## src/rtl/dvs_filter_pkg.sv

```systemverilog
// Shared types and helpers for the DVS background-activity filter.
//   state_e    : controller states
//   NbDx/NbDy  : 3x3 neighbourhood offsets (own cell excluded), scan order
//   cell_idx() : linear cell address from cell coordinates
package dvs_filter_pkg;

  typedef enum logic [1:0] {
    StIdle,
    StScan,
    StWrite,
    StOut
  } state_e;

  localparam int unsigned NumNb = 8;

  // Order (dx,dy): (-1,-1)(0,-1)(1,-1)(-1,0)(1,0)(-1,1)(0,1)(1,1)
  localparam logic signed [1:0] NbDx [NumNb] = '{
    2'sb11, 2'sb00, 2'sb01, 2'sb11, 2'sb01, 2'sb11, 2'sb00, 2'sb01
  };
  localparam logic signed [1:0] NbDy [NumNb] = '{
    2'sb11, 2'sb11, 2'sb11, 2'sb00, 2'sb00, 2'sb01, 2'sb01, 2'sb01
  };

  function automatic int unsigned cell_idx(input int unsigned cx, input int unsigned cy,
                                           input int unsigned grid_w);
    return cx + cy * grid_w;
  endfunction

endpackage

```

## src/rtl/dvs_bg_activity_filter_if.sv

```systemverilog
// Address-event stream interface (valid/ready handshake).
//   valid, x, y, p, t : driven by the master
//   ready             : driven by the slave
interface dvs_bg_activity_filter_if #(
  parameter int unsigned X_W = 4,
  parameter int unsigned Y_W = 4,
  parameter int unsigned T_W = 8
);
  logic           valid;
  logic           ready;
  logic [X_W-1:0] x;
  logic [Y_W-1:0] y;
  logic           p;
  logic [T_W-1:0] t;

  modport master (output valid, output x, output y, output p, output t, input ready);
  modport slave  (input valid, input x, input y, input p, input t, output ready);
endinterface

```

## src/rtl/dvs_ts_grid.sv

```systemverilog
// Per-cell timestamp memory for the activity filter.
//   clk, rst          : clock, synchronous active-high reset (clears valid bits)
//   flush             : single-cycle clear of all valid bits (timestamps kept)
//   rd_addr/rd_valid/rd_ts : combinational read port
//   wr_en/wr_addr/wr_ts    : synchronous write port, sets the cell valid bit
module dvs_ts_grid #(
  parameter int unsigned CELL_AW = 6,
  parameter int unsigned T_W     = 8
) (
  input  logic               clk,
  input  logic               rst,
  input  logic               flush,
  input  logic [CELL_AW-1:0] rd_addr,
  output logic               rd_valid,
  output logic [T_W-1:0]     rd_ts,
  input  logic               wr_en,
  input  logic [CELL_AW-1:0] wr_addr,
  input  logic [T_W-1:0]     wr_ts
);
  localparam int unsigned NumCells = 1 << CELL_AW;

  logic [NumCells-1:0] valid_q, valid_d;
  logic [T_W-1:0]      ts_mem [NumCells];

  always_comb begin
    valid_d = valid_q;
    if (flush) begin
      valid_d = '0;
    end else if (wr_en) begin
      valid_d[wr_addr] = 1'b1;
    end
  end

  always_ff @(posedge clk) begin
    if (rst) begin
      valid_q <= '0;
    end else begin
      valid_q <= valid_d;
    end
  end

  // Timestamps need no reset: a cell is only consulted when its valid bit is set.
  always_ff @(posedge clk) begin
    if (wr_en) begin
      ts_mem[wr_addr] <= wr_ts;
    end
  end

  assign rd_valid = valid_q[rd_addr];
  assign rd_ts    = ts_mem[rd_addr];

endmodule

```

## src/rtl/dvs_bg_activity_filter.sv

```systemverilog
// Background-activity filter for address events. An event passes only if one of the
// 8 neighbouring cells (grid downsampled by DS_SHIFT) fired within cfg_dt ticks,
// using wrap-safe unsigned timestamp differences. Every accepted event refreshes
// its own cell.
//   clk, rst            : clock, synchronous active-high reset
//   in_if (slave)       : input event stream
//   out_if (master)     : filtered event stream, fields unchanged
//   cfg_dt              : inclusive correlation window, latched at accept
//   cfg_bypass          : pass all events (memory still updated), latched at accept
//   cfg_refr            : refractory period, used only with DVS_FILTER_REFRACTORY_EN
//   flush               : clear all cell valid bits (idle only, blocks accept)
//   cnt_pass, cnt_drop  : saturating event counters
// Optional feature macro: DVS_FILTER_REFRACTORY_EN drops events whose own cell fired
// less than cfg_refr ticks earlier (unless bypassed).
module dvs_bg_activity_filter
  import dvs_filter_pkg::*;
#(
  parameter int unsigned X_W      = 4,
  parameter int unsigned Y_W      = 4,
  parameter int unsigned T_W      = 8,
  parameter int unsigned DS_SHIFT = 1,
  parameter int unsigned CNT_W    = 16
) (
  input  logic             clk,
  input  logic             rst,
  dvs_bg_activity_filter_if.slave  in_if,
  dvs_bg_activity_filter_if.master out_if,
  input  logic [T_W-1:0]   cfg_dt,
  input  logic             cfg_bypass,
  input  logic [T_W-1:0]   cfg_refr,
  input  logic             flush,
  output logic [CNT_W-1:0] cnt_pass,
  output logic [CNT_W-1:0] cnt_drop
);
  localparam int unsigned CX_W    = X_W - DS_SHIFT;
  localparam int unsigned CY_W    = Y_W - DS_SHIFT;
  localparam int unsigned GRID_W  = 1 << CX_W;
  localparam int unsigned CELL_AW = CX_W + CY_W;

  state_e           state_q, state_d;
  logic [2:0]       idx_q, idx_d;
  logic [X_W-1:0]   x_q, x_d;
  logic [Y_W-1:0]   y_q, y_d;
  logic             p_q, p_d;
  logic [T_W-1:0]   t_q, t_d;
  logic [T_W-1:0]   dt_q, dt_d;
  logic             byp_q, byp_d;
  logic             hit_q, hit_d;
  logic             ov_q, ov_d;
  logic [X_W-1:0]   ox_q, ox_d;
  logic [Y_W-1:0]   oy_q, oy_d;
  logic             op_q, op_d;
  logic [T_W-1:0]   ot_q, ot_d;
  logic [CNT_W-1:0] cp_q, cp_d;
  logic [CNT_W-1:0] cd_q, cd_d;

  logic                   grid_flush, grid_we, rd_valid, nb_on_grid, pass;
  logic [CELL_AW-1:0]     own_addr, nb_addr, rd_addr;
  logic [T_W-1:0]         rd_ts, delta;
  logic [CX_W-1:0]        own_cx;
  logic [CY_W-1:0]        own_cy;
  logic signed [CX_W+1:0] nb_cx;
  logic signed [CY_W+1:0] nb_cy;

  assign own_cx = x_q[X_W-1:DS_SHIFT];
  assign own_cy = y_q[Y_W-1:DS_SHIFT];

  // Two guard bits: neighbour coordinate spans -1..GRID, so either top bit set means off-grid.
  assign nb_cx = $signed({2'b00, own_cx}) + (CX_W+2)'(NbDx[idx_q]);
  assign nb_cy = $signed({2'b00, own_cy}) + (CY_W+2)'(NbDy[idx_q]);
  assign nb_on_grid = ~nb_cx[CX_W+1] & ~nb_cx[CX_W] & ~nb_cy[CY_W+1] & ~nb_cy[CY_W];

  assign own_addr = CELL_AW'(cell_idx(32'(own_cx), 32'(own_cy), GRID_W));
  assign nb_addr  = CELL_AW'(cell_idx(32'(nb_cx[CX_W-1:0]), 32'(nb_cy[CY_W-1:0]), GRID_W));
  // WRITE reads its own cell (refractory check) before overwriting it.
  assign rd_addr  = (state_q == StWrite) ? own_addr : nb_addr;
  assign delta    = t_q - rd_ts;

  dvs_ts_grid #(
    .CELL_AW (CELL_AW),
    .T_W     (T_W)
  ) u_grid (
    .clk      (clk),
    .rst      (rst),
    .flush    (grid_flush),
    .rd_addr  (rd_addr),
    .rd_valid (rd_valid),
    .rd_ts    (rd_ts),
    .wr_en    (grid_we),
    .wr_addr  (own_addr),
    .wr_ts    (t_q)
  );

`ifdef DVS_FILTER_REFRACTORY_EN
  logic refr;
  assign refr = rd_valid && (delta < cfg_refr);
  assign pass = (hit_q & ~refr) | byp_q;
`else
  logic unused_cfg_refr;
  assign unused_cfg_refr = ^cfg_refr;
  assign pass = hit_q | byp_q;
`endif

  always_comb begin
    state_d    = state_q;
    idx_d      = idx_q;
    x_d        = x_q;
    y_d        = y_q;
    p_d        = p_q;
    t_d        = t_q;
    dt_d       = dt_q;
    byp_d      = byp_q;
    hit_d      = hit_q;
    ov_d       = ov_q;
    ox_d       = ox_q;
    oy_d       = oy_q;
    op_d       = op_q;
    ot_d       = ot_q;
    cp_d       = cp_q;
    cd_d       = cd_q;
    grid_flush = 1'b0;
    grid_we    = 1'b0;
    unique case (state_q)
      StIdle: begin
        if (flush) begin
          grid_flush = 1'b1;
        end else if (in_if.valid) begin
          x_d     = in_if.x;
          y_d     = in_if.y;
          p_d     = in_if.p;
          t_d     = in_if.t;
          dt_d    = cfg_dt;
          byp_d   = cfg_bypass;
          hit_d   = 1'b0;
          idx_d   = 3'd0;
          state_d = cfg_bypass ? StWrite : StScan;
        end
      end
      StScan: begin
        if (nb_on_grid && rd_valid && (delta <= dt_q)) begin
          hit_d = 1'b1;
        end
        idx_d = idx_q + 3'd1;
        if (idx_q == 3'd7) begin
          state_d = StWrite;
        end
      end
      StWrite: begin
        grid_we = 1'b1;
        if (pass) begin
          ov_d    = 1'b1;
          ox_d    = x_q;
          oy_d    = y_q;
          op_d    = p_q;
          ot_d    = t_q;
          state_d = StOut;
        end else begin
          if (cd_q != '1) cd_d = cd_q + CNT_W'(1);
          state_d = StIdle;
        end
      end
      StOut: begin
        if (out_if.ready) begin
          ov_d    = 1'b0;
          if (cp_q != '1) cp_d = cp_q + CNT_W'(1);
          state_d = StIdle;
        end
      end
      default: state_d = StIdle;
    endcase
  end

  always_ff @(posedge clk) begin
    if (rst) begin
      state_q <= StIdle;
      idx_q   <= '0;
      x_q     <= '0;
      y_q     <= '0;
      p_q     <= 1'b0;
      t_q     <= '0;
      dt_q    <= '0;
      byp_q   <= 1'b0;
      hit_q   <= 1'b0;
      ov_q    <= 1'b0;
      ox_q    <= '0;
      oy_q    <= '0;
      op_q    <= 1'b0;
      ot_q    <= '0;
      cp_q    <= '0;
      cd_q    <= '0;
    end else begin
      state_q <= state_d;
      idx_q   <= idx_d;
      x_q     <= x_d;
      y_q     <= y_d;
      p_q     <= p_d;
      t_q     <= t_d;
      dt_q    <= dt_d;
      byp_q   <= byp_d;
      hit_q   <= hit_d;
      ov_q    <= ov_d;
      ox_q    <= ox_d;
      oy_q    <= oy_d;
      op_q    <= op_d;
      ot_q    <= ot_d;
      cp_q    <= cp_d;
      cd_q    <= cd_d;
    end
  end

  assign in_if.ready  = (state_q == StIdle) && !flush;
  assign out_if.valid = ov_q;
  assign out_if.x     = ox_q;
  assign out_if.y     = oy_q;
  assign out_if.p     = op_q;
  assign out_if.t     = ot_q;
  assign cnt_pass     = cp_q;
  assign cnt_drop     = cd_q;

endmodule

```

## src/flat_wrapper.sv

```systemverilog
// flat-port wrapper written by rule: the top's interface ports become plain ports
module dvs_bg_activity_filter_flat import dvs_filter_pkg::*;
#(
  parameter int unsigned X_W      = 4,
  parameter int unsigned Y_W      = 4,
  parameter int unsigned T_W      = 8,
  parameter int unsigned DS_SHIFT = 1,
  parameter int unsigned CNT_W    = 16
)
  (clk, rst, cfg_dt, cfg_bypass, cfg_refr, flush, cnt_pass, cnt_drop, in_if_valid, in_if_x, in_if_y, in_if_p, in_if_t, in_if_ready, out_if_valid, out_if_x, out_if_y, out_if_p, out_if_t, out_if_ready);
  dvs_bg_activity_filter_if #(.X_W(X_W), .Y_W(Y_W), .T_W(T_W)) in_if_i ();
  dvs_bg_activity_filter_if #(.X_W(X_W), .Y_W(Y_W), .T_W(T_W)) out_if_i ();
  input  logic clk;
  input  logic rst;
  input  logic [T_W-1:0] cfg_dt;
  input  logic cfg_bypass;
  input  logic [T_W-1:0] cfg_refr;
  input  logic flush;
  output logic [CNT_W-1:0] cnt_pass;
  output logic [CNT_W-1:0] cnt_drop;
  input wire logic [$bits(in_if_i.valid)-1:0] in_if_valid;
  input wire logic [$bits(in_if_i.x)-1:0] in_if_x;
  input wire logic [$bits(in_if_i.y)-1:0] in_if_y;
  input wire logic [$bits(in_if_i.p)-1:0] in_if_p;
  input wire logic [$bits(in_if_i.t)-1:0] in_if_t;
  output wire logic [$bits(in_if_i.ready)-1:0] in_if_ready;
  output wire logic [$bits(out_if_i.valid)-1:0] out_if_valid;
  output wire logic [$bits(out_if_i.x)-1:0] out_if_x;
  output wire logic [$bits(out_if_i.y)-1:0] out_if_y;
  output wire logic [$bits(out_if_i.p)-1:0] out_if_p;
  output wire logic [$bits(out_if_i.t)-1:0] out_if_t;
  input wire logic [$bits(out_if_i.ready)-1:0] out_if_ready;
  assign in_if_i.valid = in_if_valid;
  assign in_if_i.x = in_if_x;
  assign in_if_i.y = in_if_y;
  assign in_if_i.p = in_if_p;
  assign in_if_i.t = in_if_t;
  assign in_if_ready = in_if_i.ready;
  assign out_if_valid = out_if_i.valid;
  assign out_if_x = out_if_i.x;
  assign out_if_y = out_if_i.y;
  assign out_if_p = out_if_i.p;
  assign out_if_t = out_if_i.t;
  assign out_if_i.ready = out_if_ready;
  dvs_bg_activity_filter #(.X_W(X_W), .Y_W(Y_W), .T_W(T_W), .DS_SHIFT(DS_SHIFT), .CNT_W(CNT_W)) u_core (.clk(clk), .rst(rst), .in_if(in_if_i), .out_if(out_if_i), .cfg_dt(cfg_dt), .cfg_bypass(cfg_bypass), .cfg_refr(cfg_refr), .flush(flush), .cnt_pass(cnt_pass), .cnt_drop(cnt_drop));
endmodule
```

## config.mk

```make
export PLATFORM = sky130hd
export DESIGN_NAME = dvs_bg_activity_filter_flat
export DESIGN_NICKNAME = d
export VERILOG_FILES = /design/src/rtl/dvs_filter_pkg.sv /design/src/rtl/dvs_bg_activity_filter_if.sv /design/src/rtl/dvs_ts_grid.sv /design/src/rtl/dvs_bg_activity_filter.sv /design/src/flat_wrapper.sv
export SDC_FILE = /design/constraint.sdc
export NUM_CORES = 1
export LEC_CHECK = 0
export BUFFER_PORTS_ARGS = -buffer_cell sky130_fd_sc_hd__buf_4
export CAP_MARGIN = 20
export CELL_PAD_IN_SITES_DETAIL_PLACEMENT = 1
export CELL_PAD_IN_SITES_GLOBAL_PLACEMENT = 1
export CORE_MARGIN = 2
export CORE_UTILIZATION = 25
export DETAILED_ROUTE_END_ITERATION = 10
export PLACE_DENSITY_LB_ADDON = 0.1
export SLEW_MARGIN = 10
export SYNTH_ARGS = -nofsm -noshare
export SYNTH_HDL_FRONTEND = slang
export SYNTH_SLANG_ARGS = --single-unit
```

## constraint.sdc

```tcl
create_clock -name clk -period 5.6 [get_ports clk]
set_clock_uncertainty 0.15 [all_clocks]
set_input_delay 0 -clock clk [delete_from_list [all_inputs] [get_ports clk]]
set_output_delay 0 -clock clk [all_outputs]
set_load 0.05 [all_outputs]
```

# --- After elaboration in Yosys (flattened, before gate mapping) ---
# Memories as Yosys holds them, arrays and structs flattened.
# Index checks and enable logic that the tools add are counted.
classes:
  n_addsub: 8
  magnitude_cmp: 5
  n_eq_ne: 12
  n_mux: 31
  bitwise_logic: 12
  reduce_logical: 17
op_table:
  columns: ["operator", "n"]
  rows:
  - ["$or 64x64->64", 1]
  - ["$add 16x1->16 const B", 2]
  - ["$ne 16x16->1 const B", 2]
  - ["$mux 2", 10]
  - ["$reduce_and 3->1", 5]
  - ["$lt 6x7->1 const B", 2]
  - ["$add 3x6->6", 2]
  - ["$mux 1", 12]
  - ["$add 4x2->5", 2]
  - ["$le 8x8->1", 1]
  - ["$pmux 2 s4", 1]
  - ["$reduce_and 4->1", 2]
  - ["$sub 8x8->8", 1]
  - ["$bmux 1 s6", 1]
  - ["$demux 1 s6", 1]
  - ["$ge 6x1->1 const B", 1]
  - ["$mux 3", 2]
  - ["$mux 6", 1]
  - ["$ne 2x1->1 const B", 3]
  - ["$ne 2x2->1 const B", 3]
  - ["$not 1->1", 6]
  - ["$pmux 3 s2", 1]
  - ["$eq 2x2->1 const B", 2]
  - ["$ge 4x4->1 const B", 1]
  - ["other kinds (13)", 20]
totals:
  reg_bits: 146
  ramBits: 512
  mem_bits_ro: 32
  out_inout_bits: 51
  word_cells: 105
  n_memories: 3
mem_list:
  columns: ["memory", "words", "word_bits", "read_ports", "rd_clocked_by_memory_dff", "write_ports", "line", "rtl"]
  rows:
  - ["u_core.u_grid.ts_mem", 64, 8, 1, 0, 1, "dvs_ts_grid.sv:23", "logic [T_W-1:0] ts_mem [NumCells];"]
  - ["(name not given)", 8, 2, 1, 0, 0, "dvs_bg_activity_filter.sv:70", "assign nb_cy = $signed({2'b00, own_cy}) + (CY_W+2)'(NbDy[idx_q]);"]
  - ["(name not given)", 8, 2, 1, 0, 0, "dvs_bg_activity_filter.sv:69", "assign nb_cx = $signed({2'b00, own_cx}) + (CX_W+2)'(NbDx[idx_q]);"]

# --- Longest topological paths before layout ---
depth:
  word_depth: 13
  depth_mapped: 32
  mapped_depth_nobuf: 29

# --- By module ---
# Synthesis repeated with hierarchy kept, for this count alone.
unflattened:
  hier_cells: 1630
  hier_area_um2: 26706.9
by_module_without_submodules:
  columns: ["module", "n_inst", "cells_per_inst", "area_per_inst_um2", "seq_area_each_um2"]
  rows:
  - ["dvs_ts_grid", 1, 1088, 22332.7, 16656.0]
  - ["dvs_bg_activity_filter", 1, 542, 4374.2, 1641.6]

# --- Worst setup path before layout ---
# OpenSTA, ideal clock, no wires.
synth_timing:
  kind: "register to register"
  startpoint: "reg u_core.idx_q[0]"
  endpoint: "reg u_core.hit_q"
  t_arrival_ps: 5844
  required_time_ps: 5363
  path_slack_ps: -481
  stages_incl_launch_ff: 31
  path_buffers: 4
  synth_period_minus_slack_ps: 6081
  path_cell_list: "dfxtp_1 -> inv_1 -> ha_1 -> o21ai_0 -> inv_1 -> fa_1 -> xnor2_1 -> a21oi_1 -> buf_4 -> buf_4 -> buf_2 -> buf_1 -> nand3_1 -> a32oi_1 -> and3_1 -> ha_1 -> nor2b_1 -> o21ai_0 -> nand2b_1 -> a21o_1 -> a21oi_1 -> o21ai_0 -> xnor2_1 -> xnor2_1 -> ha_1 -> and3_1 -> o21ai_0 -> a21oi_1 -> o31ai_1 -> nand4_1 -> o31ai_1"
synth_via:
  elab_chain_len: 13
  elab_cells_between_ends: 27
synth_lines:
  columns: ["item", "line", "rtl"]
  rows:
  - ["start, declared", "dvs_bg_activity_filter.sv:41", "logic [2:0] idx_q, idx_d;"]
  - ["start signal, assigned", "dvs_bg_activity_filter.sv:193", "idx_q <= idx_d;"]
  - ["$not 3->4 (not written as such) *", "dvs_bg_activity_filter.sv:69, dvs_bg_activity_filter.sv:70", null]
  - ["$mem_v2 8x2 (on tied branches)", null, null]
  - ["$mux 2 (on tied branches) (2 in a row)", "dvs_bg_activity_filter.sv:69, dvs_bg_activity_filter.sv:70", null]
  - ["$add 4x2->5 (on tied branches)", "dvs_bg_activity_filter.sv:69, dvs_bg_activity_filter.sv:70", null]
  - ["$add 3x6->6 or $not 1->1 (tied branches)", "dvs_filter_pkg.sv:26, dvs_bg_activity_filter.sv:71", null]
  - ["$mux 6 or $and 1x1->1 (tied branches)", "dvs_bg_activity_filter.sv:76, dvs_bg_activity_filter.sv:71", null]
  - ["$mem_v2 64x8 (tied with other cells)", null, null]
  - ["$sub 8x8->8 (tied with other cells)", "dvs_bg_activity_filter.sv:77", "assign delta = t_q - rd_ts;"]
  - ["$le 8x8->1 or $logic_and 1x1->1 (tied branches)", "dvs_bg_activity_filter.sv:140", "if (nb_on_grid && rd_valid && (delta <= dt_q)) begin"]
  - ["$logic_and 1x1->1 *", "dvs_bg_activity_filter.sv:140", null]
  - ["$ne 2x1->1 (no source line) *", null, null]
  - ["$reduce_and 4->1 (no source line) *", null, null]
  - ["end signal, assigned", "dvs_bg_activity_filter.sv:200", "hit_q <= hit_d;"]
  - ["end, declared", "dvs_bg_activity_filter.sv:48", "logic hit_q, hit_d;"]
# Mark *: on every way between the ends. The rest lies on a longest branch, timed or not. The select of a mux whose other input is x is not followed.
# A chain may end at the register's enable or synchronous reset.

# --- Final worst setup path ---
# Same ends and word-level chain as after synthesis.

==> impl_metrics.tcl <==
set metrics [dict create \
    outcome "complete, but fails checks" \
    violations "setup timing" \
    path_clk_slew_ns 0.06 \
    cp.required_ns 6.00 \
    worstMarginPinSlew_ns 1.13 \
    maxCapViolations 0 \
    postPlaceCellArea_sq_um 30100 \
    syn_area_sq_um 26700 \
    nets 2261 \
    yosys_warnings 0 \
    avgSynthCellArea_sq_um 14.7 \
    fmax_mhz 169 \
    p_comb_share_pct 19.1 \
    gr-total-overflow 0 \
    gp_congestion 0.775 \
    drive_above_1_share_pct 26.9 \
    cts_root_buf "clkbuf_16" \
    crit_top_cell "a21oi_2" \
    clkPwrFrac_pct 39.6 \
    via_per_inst 4.61 \
    cp_max_fo 6 \
    cp-end-kind "flop" \
    n_fill_cell 11000 \
    post-route-worst-setup-slack_ns -0.331 \
    grt_pass1_vias 18200 \
    wl_per_cell_um 24.4 \
    slowest_delay_ns 0.50 \
    io_pins 90 \
    initial_core_util_pct 25.3 \
    synth_top_flop_cell "edfxtp_1" \
    grt_max_degree 84 \
    synth_edf_count 512 \
    die_y_um 331 \
    min_path_type "input pin to flop" \
    p_leak_nw 12.5 \
    die_w_um 331 \
    routed_wirelength_um 89000 \
    final.setup.tns_ns -0.331 \
    syn_inst 1813 \
    grtUsageTotal_pct 16.5 \
    cts_sinks 658 \
    worstPathArrival_ns 6.33 \
    post-route-period-util_pct 106 \
    core_sq_um 106000 \
    htree_levels 3 \
    cts_tree "done" \
    slowest_stage "fa_2" \
    area_growth_syn_to_layout_pct 29.7 \
    ir_drop_mv 0.184 \
    portBuffers 81 \
    drt_iter0_drc 995 \
    path_buf_inv 8 \
    drcViolationCount 0 \
    antenna_found_initial 3 \
    synth-async-reset-ratio_pct 0 \
    ys_ff_latch 658 \
    insertion_delay_ns 0.66 \
    fin_area_sq_um 34600 \
    fin_crit_ns 5.93 \
    grt_pass1_wl_um 130000 \
    dieArea_sq_um 109000 \
    rsz0062_at_grt "yes" \
    critical_path_class "flop to flop" \
    cts_buffer_depth 3 \
    numCtsBuffers 80 \
    ys_types 61 \
    rows 119 \
    power_density_nw_per_um2 370 \
    critPathTopFamily "adder cells" \
    maxSlewHeadroom_pct 24.3 \
    slew_violations 0 \
    ant_nets 0 \
    syn_nets 1887 \
    start_kind "flop" \
    p_seq_share_pct 41.3 \
    drt_pass1_iterations 5 \
    hpwl_um 58100 \
    ys_seq_area_share_pct 68.6 \
    finalSetupViolations 1 \
    vias 16800 \
    p_int_mw 9.36 \
    p_sw_mw 3.44 \
    finalHoldViolCount 0 \
    p_sw_share_pct 26.9 \
    r2r_slack_ns -0.33 \
]
==> repair_timing <==
action,in CTS,in global routing
hold buffers,95,0
pin swaps,37,28
endpoints found under the hold margin,136,0
endpoints found under the setup margin,1,1
cloned,3,0
setup buffers,25,5
gates resized for setup,71,27
==> final cells by class <==
class                      instances  area (sq um)  share of cell area (%)
multi-input combinational       1030          8190                    23.7
antenna                            1          2.50                 0.00724
clock inverter                    27           333                   0.963
tap                             1391          1740                    5.03
timing repair buffer             390          3670                    10.6
sequential                       658         18300                    53.0
clock buffer                     120          2210                    6.40
inverter                          27           106                   0.308
==> cells in the final DEF (no fill, tap or decap), types with 59 or more instances in the layout <==
| cell | count |
|---|---|
| nand2_1 | 290 |
| nand3_1 | 59 |
| nor2_1 | 114 |
| o21a_1 | 66 |
| dlygate4sd3_1 | 95 |
| buf_4 | 245 |
| mux4_2 | 116 |
| a21oi_1 | 87 |
| clkbuf_16 | 80 |
| dfxtp_1 | 136 |
| edfxtp_1 | 512 |
==> through the flow <==
stage | cells | setup WS [ns] | hold slack (ns) | util, % | power (mW)
2_1_floorplan | 1813 | 0.0370 | -0.0140 | - | 6.49
3_3_place_gp | 3346 | -0.504 | 0.0993 | 28.4 | 7.49
3_5_place_dp | 3356 | -0.611 | 0.115 | 28.5 | 7.51
4_1_cts | 3625 | -0.423 | 0.123 | 32.5 | 12.9
5_1_grt | 3644 | -0.532 | 0.179 | 32.7 | 13.3
6_report | 3644 | -0.331 | 0.147 | 32.7 | 12.8
==> cell usage after synthesis (21+ instances only) <==
cell | number | share of area, %
nor2_1 | 115 | 1.6
buf_2 | 21 | 0.39
clkbuf_1 | 52 | 0.73
edfxtp_1 | 512 | 58
inv_1 | 27 | 0.38
o21a_1 | 66 | 1.9
mux4_2 | 116 | 9.8
ha_1 | 32 | 1.5
mux2i_1 | 38 | 1.4
nand2_1 | 304 | 4.3
a21oi_1 | 95 | 1.8
dfxtp_1 | 146 | 11
nand3_1 | 62 | 1.2
and3_1 | 25 | 0.59
==> cell families after synthesis <==
logic type,after synthesis,synth area share (%)
xor+xnor,31,1.02
fa+ha+maj,35,1.73
buf+inv,125,2.20
mux,158,11.5
compound gates,247,5.97
simple gates,559,8.99
flops,658,68.6
==> worst reg2reg max path, delay by kind of cell, from the launching register on <==
family	cells	cell delay [ns]
AND/OR/NAND/NOR	4	0.54
buffers and inverters	8	0.78
AO/OA/AOI/OAI	11	1.65
flip-flops	1	0.38
XOR/XNOR	1	0.20
adder cells (fa/ha/maj)	6	1.68
multiplexers	2	0.45
==> routing by layer <==
metal  part of all wire (%)  global-route usage (%)
met1                     45                    21.6
met2                     50                    28.4
met3                    3.3                    2.69
met4                    2.3                    4.31
met5                      0                       0
==> state kept, by name (all words and copies together) (netlist names), 8 cells and up <==
signal and cells:
u_core.dt_q 8, u_core.u_grid.ts_mem 512, u_core.cnt_pass 16, u_core.out_if.t 8, u_core.u_grid.valid_q 64, u_core.t_q 8, u_core.cnt_drop 16
==> path summary, 6_finish.rpt <==
path,cells after the start,start,endpoint
setup / recovery,32,u_core.idx_q[0]$_SDFFE_PP0P_,u_core.hit_q$_SDFFE_PP0P_
setup reg to reg,32,u_core.idx_q[0]$_SDFFE_PP0P_,u_core.hit_q$_SDFFE_PP0P_
hold reg to reg,2,u_core.out_if.t[1]$_SDFFE_PP0P_,u_core.out_if.t[1]$_SDFFE_PP0P_
hold / removal,5,out_if_ready,u_core.out_if.valid$_SDFFE_PP0P_
==> power groups by stage <==
| stage | Combinational (mW) | Clock, mW | Sequential [mW] |
|---|---|---|---|
| 2_1_floorplan | 1.08 | 0 | 5.41 |
| 3_3_place_gp | 2.10 | 0 | 5.39 |
| 3_5_place_dp | 2.12 | 0 | 5.39 |
| 4_1_cts | 2.43 | 5.22 | 5.29 |
| 5_1_grt | 2.63 | 5.41 | 5.28 |
| 6_report | 2.45 | 5.06 | 5.29 |
(Power assumes the default switching activity.)
